`src/rtl/framebuffer_writer_if.sv`:
```
// Framebuffer memory write port: address/data held with the request until the memory acknowledges.
interface framebuffer_writer_if #(
  parameter int AW = 17
) ();
  logic [AW-1:0] addr;
  logic [15:0]   wdata;
  logic          we;
  logic          ack;

  modport master (output addr, output wdata, output we, input ack);
  modport slave  (input addr, input wdata, input we, output ack);
endinterface

```
`src/rtl/framebuffer_writer.sv`:
```
// Rasterizer back end: deserializes bit-serial Q10.6 pixels, clips them, queues them in a small FIFO
// and writes them to framebuffer memory; also performs full-screen clears and signals triangle completion.
module framebuffer_writer #(
  parameter int FRAC       = 6,
  parameter int WIDTH      = 320,
  parameter int HEIGHT     = 240,
  parameter int FIFO_DEPTH = 4,
  parameter int AW         = 17
) (
  input  logic                 clk,
  input  logic                 rst,
  input  logic                 px_i,
  input  logic                 py_i,
  input  logic                 c_i,
  input  logic                 valid_i,
  input  logic                 done_i,
  input  logic                 clear_i,
  input  logic [15:0]          bg_color_i,
  framebuffer_writer_if.master mem,
  output logic                 busy_o,
  output logic                 tri_drawn_o,
  output logic                 overflow_o,
  output logic [15:0]          clip_cnt_o
);

  localparam int            PW        = $clog2(FIFO_DEPTH);
  localparam logic [AW-1:0] WIDTH_A   = AW'(WIDTH);
  localparam logic [AW-1:0] LAST_ADDR = AW'(WIDTH * HEIGHT - 1);
  localparam logic signed [15:0] WIDTH_S  = 16'(WIDTH);
  localparam logic signed [15:0] HEIGHT_S = 16'(HEIGHT);
  localparam logic [PW:0]   FULL_CNT  = (PW + 1)'(FIFO_DEPTH);

  typedef enum logic {
    S_IDLE,
    S_CLEAR
  } state_e;

  typedef struct packed {
    logic [AW-1:0] addr;
    logic [15:0]   color;
  } pixel_t;

  // ---------------------------------------------------------------------------
  // Serial capture
  // ---------------------------------------------------------------------------
  logic        cap_active_q;
  logic [3:0]  bit_cnt_q;
  logic [15:0] x_sr_q, y_sr_q, c_sr_q;
  logic        conv_q;

  // NOTE: sequential state uses non-blocking assignments so every register samples pre-edge values.
  always_ff @(posedge clk or posedge rst) begin
    if (rst) begin
      cap_active_q <= 1'b0;
      bit_cnt_q    <= '0;
      x_sr_q       <= '0;
      y_sr_q       <= '0;
      c_sr_q       <= '0;
      conv_q       <= 1'b0;
    end else begin
      conv_q <= 1'b0;
      if (cap_active_q) begin
        x_sr_q    <= {x_sr_q[14:0], px_i};
        y_sr_q    <= {y_sr_q[14:0], py_i};
        c_sr_q    <= {c_sr_q[14:0], c_i};
        bit_cnt_q <= bit_cnt_q + 4'd1;
        if (bit_cnt_q == 4'd15) begin
          cap_active_q <= 1'b0;
          conv_q       <= 1'b1;
        end
      end else if (valid_i) begin
        cap_active_q <= 1'b1;
        bit_cnt_q    <= '0;
      end
    end
  end

  // ---------------------------------------------------------------------------
  // Coordinate conversion and clipping
  // ---------------------------------------------------------------------------
  logic signed [15:0] xs, ys;
  logic               in_screen;
  logic [AW-1:0]      pix_addr;

  assign xs        = $signed(x_sr_q) >>> FRAC;
  assign ys        = $signed(y_sr_q) >>> FRAC;
  assign in_screen = !xs[15] && (xs < WIDTH_S) && !ys[15] && (ys < HEIGHT_S);
  assign pix_addr  = AW'($unsigned(ys)) * WIDTH_A + AW'($unsigned(xs));

  // ---------------------------------------------------------------------------
  // Pixel FIFO
  // ---------------------------------------------------------------------------
  state_e        state_q, state_d;
  pixel_t        fifo_q [FIFO_DEPTH];
  pixel_t        head;
  logic [PW-1:0] rd_ptr_q, wr_ptr_q;
  logic [PW:0]   count_q;
  logic          empty, full, push_req, push, pop, drop;
  logic          mem_we_w;
  logic          overflow_q;
  logic [15:0]   clip_cnt_q;

  assign empty    = (count_q == '0);
  assign full     = (count_q == FULL_CNT);
  assign head     = fifo_q[rd_ptr_q];
  assign pop      = (state_q == S_IDLE) && !empty && mem.ack;
  assign push_req = conv_q && in_screen;
  // A full FIFO still accepts a push when the head leaves in the same cycle.
  assign push     = push_req && (!full || pop);
  assign drop     = push_req && full && !pop;

  // NOTE: the storage array has no reset; occupancy is tracked by count_q, and the head is gated off the bus when empty.
  always_ff @(posedge clk) begin
    if (push) fifo_q[wr_ptr_q] <= '{addr: pix_addr, color: c_sr_q};
  end

  always_ff @(posedge clk or posedge rst) begin
    if (rst) begin
      rd_ptr_q   <= '0;
      wr_ptr_q   <= '0;
      count_q    <= '0;
      overflow_q <= 1'b0;
      clip_cnt_q <= '0;
    end else begin
      if (push) wr_ptr_q <= wr_ptr_q + 1'b1;
      if (pop)  rd_ptr_q <= rd_ptr_q + 1'b1;
      count_q <= count_q + (PW + 1)'(push) - (PW + 1)'(pop);
      if (drop) overflow_q <= 1'b1;
      if (conv_q && !in_screen && clip_cnt_q != 16'hFFFF) clip_cnt_q <= clip_cnt_q + 16'd1;
    end
  end

  // ---------------------------------------------------------------------------
  // Write port / clear FSM
  // ---------------------------------------------------------------------------
  logic [AW-1:0] clr_addr_q, clr_addr_d;
  logic [15:0]   bg_q, bg_d;
  logic [AW-1:0] mem_addr_w;
  logic [15:0]   mem_wdata_w;

  always_ff @(posedge clk or posedge rst) begin
    if (rst) begin
      state_q    <= S_IDLE;
      clr_addr_q <= '0;
      bg_q       <= '0;
    end else begin
      state_q    <= state_d;
      clr_addr_q <= clr_addr_d;
      bg_q       <= bg_d;
    end
  end

  // NOTE: every output of this block is defaulted first so no path can infer a latch.
  always_comb begin
    state_d     = state_q;
    clr_addr_d  = clr_addr_q;
    bg_d        = bg_q;
    mem_we_w    = 1'b0;
    mem_addr_w  = '0;
    mem_wdata_w = '0;
    unique case (state_q)
      S_IDLE: begin
        if (!empty) begin
          mem_we_w    = 1'b1;
          mem_addr_w  = head.addr;
          mem_wdata_w = head.color;
        end else if (clear_i) begin
          state_d    = S_CLEAR;
          clr_addr_d = '0;
          bg_d       = bg_color_i;
        end
      end
      S_CLEAR: begin
        mem_we_w    = 1'b1;
        mem_addr_w  = clr_addr_q;
        mem_wdata_w = bg_q;
        if (mem.ack) begin
          if (clr_addr_q == LAST_ADDR) state_d = S_IDLE;
          else                         clr_addr_d = clr_addr_q + 1'b1;
        end
      end
      default: state_d = S_IDLE;
    endcase
  end

  assign mem.we    = mem_we_w;
  assign mem.addr  = mem_addr_w;
  assign mem.wdata = mem_wdata_w;

  // ---------------------------------------------------------------------------
  // Triangle completion
  // ---------------------------------------------------------------------------
  logic pending_q;
  logic drained;

  assign drained = pending_q && !cap_active_q && !conv_q && empty && !mem_we_w && (state_q == S_IDLE);

  // A fresh DONE wins over the clearing pulse so a new triangle is never lost.
  always_ff @(posedge clk or posedge rst) begin
    if (rst)          pending_q <= 1'b0;
    else if (done_i)  pending_q <= 1'b1;
    else if (drained) pending_q <= 1'b0;
  end

  assign tri_drawn_o = drained;
  assign overflow_o  = overflow_q;
  assign clip_cnt_o  = clip_cnt_q;
  assign busy_o      = cap_active_q | conv_q | !empty | mem_we_w | (state_q != S_IDLE) | pending_q;

endmodule

```
`src/flat_wrapper.sv`:
```
// flat-port wrapper written by rule: the top's interface ports become plain ports
module framebuffer_writer_flat 
#(
  parameter int FRAC       = 6,
  parameter int WIDTH      = 320,
  parameter int HEIGHT     = 240,
  parameter int FIFO_DEPTH = 4,
  parameter int AW         = 17
)
  (clk, rst, px_i, py_i, c_i, valid_i, done_i, clear_i, bg_color_i, busy_o, tri_drawn_o, overflow_o, clip_cnt_o, mem_addr, mem_wdata, mem_we, mem_ack);
  framebuffer_writer_if #(.AW(AW)) mem_i ();
  input  logic clk;
  input  logic rst;
  input  logic px_i;
  input  logic py_i;
  input  logic c_i;
  input  logic valid_i;
  input  logic done_i;
  input  logic clear_i;
  input  logic [15:0] bg_color_i;
  output logic busy_o;
  output logic tri_drawn_o;
  output logic overflow_o;
  output logic [15:0] clip_cnt_o;
  output wire logic [$bits(mem_i.addr)-1:0] mem_addr;
  output wire logic [$bits(mem_i.wdata)-1:0] mem_wdata;
  output wire logic [$bits(mem_i.we)-1:0] mem_we;
  input wire logic [$bits(mem_i.ack)-1:0] mem_ack;
  assign mem_addr = mem_i.addr;
  assign mem_wdata = mem_i.wdata;
  assign mem_we = mem_i.we;
  assign mem_i.ack = mem_ack;
  framebuffer_writer #(.FRAC(FRAC), .WIDTH(WIDTH), .HEIGHT(HEIGHT), .FIFO_DEPTH(FIFO_DEPTH), .AW(AW)) u_core (.clk(clk), .rst(rst), .px_i(px_i), .py_i(py_i), .c_i(c_i), .valid_i(valid_i), .done_i(done_i), .clear_i(clear_i), .bg_color_i(bg_color_i), .mem(mem_i), .busy_o(busy_o), .tri_drawn_o(tri_drawn_o), .overflow_o(overflow_o), .clip_cnt_o(clip_cnt_o));
endmodule
```
`config.mk`:
```
export PLATFORM = sky130hd
export DESIGN_NAME = framebuffer_writer_flat
export DESIGN_NICKNAME = d
export VERILOG_FILES = /design/src/rtl/framebuffer_writer_if.sv /design/src/rtl/framebuffer_writer.sv /design/src/flat_wrapper.sv
export SDC_FILE = /design/constraint.sdc
export NUM_CORES = 1
export LEC_CHECK = 0
export CAP_MARGIN = 20
export CORE_AREA = 8 8 157 159
export DETAILED_ROUTE_END_ITERATION = 12
export DIE_AREA = 0 0 165 167
export GPL_TIMING_DRIVEN = 0
export PLACE_DENSITY = 0.69
export SETUP_SLACK_MARGIN = 0.4
export SLEW_MARGIN = 30
export SYNTH_ARGS = -nofsm -noshare
export SYNTH_HDL_FRONTEND = slang
export SYNTH_SLANG_ARGS = --single-unit
```
`constraint.sdc`:
```
create_clock -name clk -period 12.05 [get_ports clk]
set_clock_uncertainty 0.05 [all_clocks]
set_input_delay 2.41 -clock clk [delete_from_list [all_inputs] [get_ports clk]]
set_output_delay 2.41 -clock clk [all_outputs]
set_load 0.05 [all_outputs]
```
Word level (Yosys, flattened, before mapping)
Memories as Yosys holds them, arrays and structs flattened.
Cells that the tools add are included.
{"block": "op_classes", "addsub": 8, "n_mul": 1, "magnitude_cmp": 2, "eq_ne": 8, "n_mux": 27, "bitwise_logic": 6, "n_reduce_logical": 31}
{"operator": "17-bit two-way mux", "n": 5}
{"operator": "17-bit case mux with 2 select lines", "n": 2}
{"operator": "16-bit case mux with 2 select lines", "n": 1}
{"operator": "17-bit by 1-bit adder with 17-bit output, second input constant", "n": 1}
{"operator": "17-bit by 16-bit adder with 17-bit output", "n": 1}
{"operator": "17-bit == test, second input constant", "n": 1}
{"operator": "16-bit by 1-bit adder with 16-bit output, second input constant", "n": 1}
{"operator": "1-bit logical AND", "n": 16}
{"operator": "16-bit by 3-bit multiplier with 11-bit output, second input constant", "n": 1}
{"operator": "16-bit two-way mux", "n": 1}
{"operator": "16-bit != test, second input constant", "n": 1}
{"operator": "1-bit two-way mux", "n": 14}
{"operator": "10-bit less-than comparator, second input constant", "n": 1}
{"operator": "10-bit by 9-bit less-than comparator with 1-bit output, second input constant", "n": 1}
{"operator": "1-bit logical NOT", "n": 9}
{"operator": "4-bit two-way mux", "n": 2}
{"operator": "2-bit != test, second input constant", "n": 3}
{"operator": "1-bit bitwise OR", "n": 5}
{"operator": "2-bit by 1-bit adder with 2-bit output, second input constant", "n": 2}
{"operator": "4-bit by 1-bit adder with 4-bit output, second input constant", "n": 1}
{"operator": "4-bit == test, second input constant", "n": 1}
{"operator": "1-bit case mux with 2 select lines", "n": 2}
{"operator": "4-bit AND reduction", "n": 1}
{"operator": "2-bit nonzero test", "n": 2}
{"operator": "8 further kinds", "n": 8}
{"block": "totals", "ff_bits": 113, "ramBits": 132, "in_bits": 25, "out_inout_bits": 53, "mem_count": 1}
{"name": "u_core.fifo_q", "words": 4, "word_bits": 33, "rd": 1, "rd_ports_with_merged_regs": 0, "wr": 1, "line": "framebuffer_writer.sv:94", "source": "pixel_t fifo_q [FIFO_DEPTH];"}

Logic depth before layout (Yosys ltp)
{"block": "depth", "ltp_word": 8, "ltp_mapped": 12, "depth_no_buf": 12}

Worst setup path before layout
OpenSTA, ideal clock, no wires.
{"block": "synth_timing", "path_type": "reg-to-output", "from": "register u_core.count_q[2]", "to": "output tri_drawn_o", "arrival_ns": 2.125, "t_required_ns": 9.590, "path_slack_ns": 7.465, "stages_incl_launch_ff": 5, "cell_sequence": "dfrtp_1 > nor4_4 > inv_1 > or3_1 > nor2_1"}
{"block": "synth_between", "elab_chain_len": 6, "word_cells_on_any_way": 7}
{"item": "start, declared", "line": "framebuffer_writer.sv:97", "source": "logic [PW:0] count_q;"}
{"item": "start signal, assigned", "line": "framebuffer_writer.sv:127", "source": "count_q <= count_q + (PW + 1)'(push) - (PW + 1)'(pop);"}
{"item": "3-bit logical NOT", "line": "framebuffer_writer.sv:103", "source": "assign empty = (count_q == '0);"}
{"item": "1-bit two-way mux", "line": "framebuffer_writer.sv:163", "source": "if (!empty) begin"}
{"item": "1-bit case mux with 2 select lines", "line": "framebuffer_writer.sv:161", "source": "unique case (state_q)"}
{"item": "named net mem_we", "line": "flat_wrapper.sv:27", "source": "output wire logic [$bits(mem_i.we)-1:0] mem_we;"}
{"item": "1-bit logical NOT", "line": "framebuffer_writer.sv:196", "source": "assign drained = pending_q && !cap_active_q && !conv_q && empty && !mem_we_w && (state_q == S_IDLE);"}
{"item": "1-bit logical AND (2 in series)", "line": "framebuffer_writer.sv:196"}
{"item": "end, declared", "line": "flat_wrapper.sv:22", "source": "output logic tri_drawn_o;"}
The timed path passes the listed nets, and every way through them passes these cells.

Worst setup path in the final report
{"block": "layout_timing", "from": "register u_core.rd_ptr_q[1]", "to": "output mem_addr[15]"}
{"block": "layout_between", "elab_chain_len": 3}
{"item": "start, declared", "line": "framebuffer_writer.sv:96", "source": "logic [PW-1:0] rd_ptr_q, wr_ptr_q;"}
{"item": "start signal, assigned", "line": "framebuffer_writer.sv:126", "source": "if (pop) rd_ptr_q <= rd_ptr_q + 1'b1;"}
{"item": "memory 4 x 33 bit"}
{"item": "17-bit two-way mux", "line": "framebuffer_writer.sv:163"}
{"item": "17-bit case mux with 2 select lines", "line": "framebuffer_writer.sv:161"}
{"item": "end, declared", "line": "flat_wrapper.sv:25", "source": "output wire logic [$bits(mem_i.addr)-1:0] mem_addr;"}
No other way between the ends.

==> impl_metrics.ini <==
[yosys]
syn_nets = 803
yosysTopAreaCellShare_pct = 36.5
synth_edf_count = 132
muxShareOfSynthArea_pct = 11.7
synthTopCellsByCount = edfxtp_1 (132), dfrtp_1 (113), nand2_1 (77)
synthDistinctLibCells = 56
ys_seq_area_share_pct = 62.6
yosys.area.top_type = edfxtp_1
synth_top_family_by_area = multiplexers
synthArstFlopShare_pct = 46.1
synth-adder-area-share_pct = 4.70
synth_xor_area_share_pct = 3.63
yosysMostFrequentCell = edfxtp_1
synth.top_cells.by_area = edfxtp_1 (37%), dfrtp_1 (26%), mux4_2 (6.8%), mux2_2 (4.8%), ha_1 (4.2%)
synth_flop_cell = edfxtp_1
netlist_area_um2 = 10900
syn_inst = 739
synth_compound_area_share_pct = 6.44
yosys_warnings = 0
synth_simple_gate_area_share_pct = 8.91
syn_avg_cell_area_um2 = 14.7
ys_ff_latch = 245

[sta]
tightest_slew_ns = 0.800
setup_viol = 0
drv_slew = 0
timing.final.crit_period_ns = 5.67
tns_ns = 0
post-route-period-util_pct = 47.1
max_freq_mhz = 176
finalHoldViolCount = 0
rsz0062_at_grt = no
maxSlewHeadroom_pct = 46.3
layout_setup_ws_ns = 6.38

[detailed_routing]
post_drt_wl_per_cell_um = 18.7
viasPerCell = 5.43
drt-pass1-iter-count = 5
wl_um = 21600
remaining_drc_errors = 0
drtIter0Drc = 380
final_antenna_net_count = 0
routed-via-count = 6261

[grt]
antenna_found_initial = 0
gr-total-overflow = 0
grt_max_degree = 87
grt_usage_pct = 15.7
grt_pass1_wl_um = 34600
grt_pass1_vias = 6448

[floorplan]
initial_core_util_pct = 48.8
fp-row-count = 55
dieArea_um2 = 27600
die_y_um = 167
die_x_um = 165
core_area_um2 = 22200
ios = 78

[cells_and_area]
fin_nets = 913
syn_to_final_growth_pct = 19.7
fillers = 1762
postLayoutCoreUtil_pct = 58.5
regArea_um2 = 6790
num_antenna_cells = 0
drive_gt1_share_pct = 17.5
multi_input_area_um2 = 3850

[pwr]
powerDensity_nw_per_um2 = 319
power_leakage_nw = 5.02
vdd_drop_max_v = 0.000259

[worst_setup_path]
crit_chain = clkbuf_1 -> clkbuf_1 -> mux4_2 -> a22o_1 -> clkdlybuf4s50_1
crit_slowest_cell = clkdlybuf4s50_1
cp_common_cell = clkbuf_1
worst_ep_required_time_ns = 9.59
cp-startpoint = u_core.rd_ptr_q[1]
cp_max_fo = 10
path_class = flip-flop to primary output
critPathArrivalTime_ns = 3.21
cp-start-kind = flip-flop
r2r_start = u_core.y_sr_q[7]
cpPeakStageDelay_ns = 0.70
end_kind = primary output

[clock_network]
clk_pin_slew_worst_paths_ns = 0.06
cts_buffers = 26
ctsResizeCount = 0
post_cts_buffers = 0
cts_num_sinks = 245
cts_max_path_buffers = 3
postCtsHoldBufs = 0
htree_levels = 1
clk-insertion-delay-late_ns = 0.52
cts_tree = done
cts_root_buf = clkbuf_16

[job]
cap_violations = 0

[placement]
dp_slack_ns = 6.85
port_buffers = 77
routabilityCongestion = 0.768
dpl.hpwl_um = 14900

[hold_path]
hp-start = u_core.bg_q[9]
hold_path.class = flip-flop to flip-flop

[outcome]
status = complete, no violations
-- critical path: cells and delay by family, from the launching register on --
family | cells | cell delay [ns]
AO/OA/AOI/OAI | 1 | 0.23
flip-flops | 1 | 0.32
buffers and inverters | 3 | 1.73
multiplexers | 1 | 0.42
-- area by class of cell --
cell class | count | area share (%)
Timing Repair Buffer | 82 | 6.99
Clock inverter | 13 | 1.06
Tap cell | 285 | 2.74
Clock buffer | 35 | 5.58
Buffer | 32 | 1.11
Inverter | 20 | 0.636
Multi-Input combinational cell | 442 | 29.6
Sequential cell | 245 | 52.3
-- report_power, final --
group / leakage (nW) / internal, mW / switching (mW) / total (mW)
Sequential: 2.59 / 1.29 / 0.149 / 1.44
Clock: 0.417 / 0.469 / 0.321 / 0.789
Combinational: 2.02 / 0.783 / 1.14 / 1.92
-- layout by cell type, fill, tap and decap left out, types with 19 or more instances in the layout --
cell,count
mux4_2,33
a22o_1,34
xnor2_1,33
inv_1,19
nand2_1,77
ha_1,36
clkdlybuf4s50_1,77
edfxtp_1,132
dfrtp_1,113
clkbuf_1,27
nor2_1,25
mux2_2,46
clkbuf_16,27
nand3_1,21
-- kinds of logic (layout without fill, tap and decap cells) --
group                    after synthesis  in the layout
AO/OA/AOI/OAI                         89             89
XOR/XNOR                              45             45
adder cells (fa/ha/maj)               39             39
buffers and inverters                 52            182
flip-flops                           245            245
multiplexers                          80             80
AND/OR/NAND/NOR                      189            189
-- routing by layer --
layer	share of wire [%]	up-vias	global-route usage, %	routed length, um
met3	4.7	31	2.76	1010
met4	1.8	0	3.41	386
met5	0	-	0	0
met1	44	3101	20.7	9540
li1	-	2995	-	-
met2	49	134	26.5	10700
-- state kept, by name, indices dropped and copies added, names as in the netlist --
register and count:
u_core.x_sr_q 16, u_core.bg_q 16, u_core.cap_active_q 1, u_core.wr_ptr_q 2, u_core.clip_cnt_o 16, u_core.pending_q 1, u_core.fifo_q 132, u_core.rd_ptr_q 2
u_core.state_q 1, u_core.bit_cnt_q 4, u_core.y_sr_q 16, u_core.count_q 3, u_core.conv_q 1, u_core.overflow_o 1, u_core.clr_addr_q 17, u_core.c_sr_q 16
-- per-stage QoR --
| step | total power, mW | hold slack, ns | instances | instance area [um^2] |
|---|---|---|---|---|
| 3_5_place_dp | 3.38 | 0.413 | 1106 | 12100 |
| 5_1_grt | 4.39 | 0.449 | 1154 | 13000 |
| 4_1_cts | 4.19 | 0.429 | 1154 | 13000 |
| 6_report | 4.15 | 0.429 | 1154 | 13000 |
| 2_1_floorplan | 2.84 | 0.396 | 739 | 10900 |
| 3_3_place_gp | 3.33 | 0.407 | 1101 | 12000 |
-- final timing paths --
check	end	slack [ns]	cells after the start
min in group asynchronous	u_core.clip_cnt_o[10]	2.19	2
setup / recovery	mem_addr[15]	6.38	5
setup reg to reg	u_core.fifo_q[0][31]	8.35	12
hold / removal	u_core.bg_q[9]	0.43	2
max in group asynchronous	u_core.y_sr_q[5]	9.05	3
hold reg to reg	u_core.bg_q[9]	0.43	2
(Power assumes the default switching activity.)
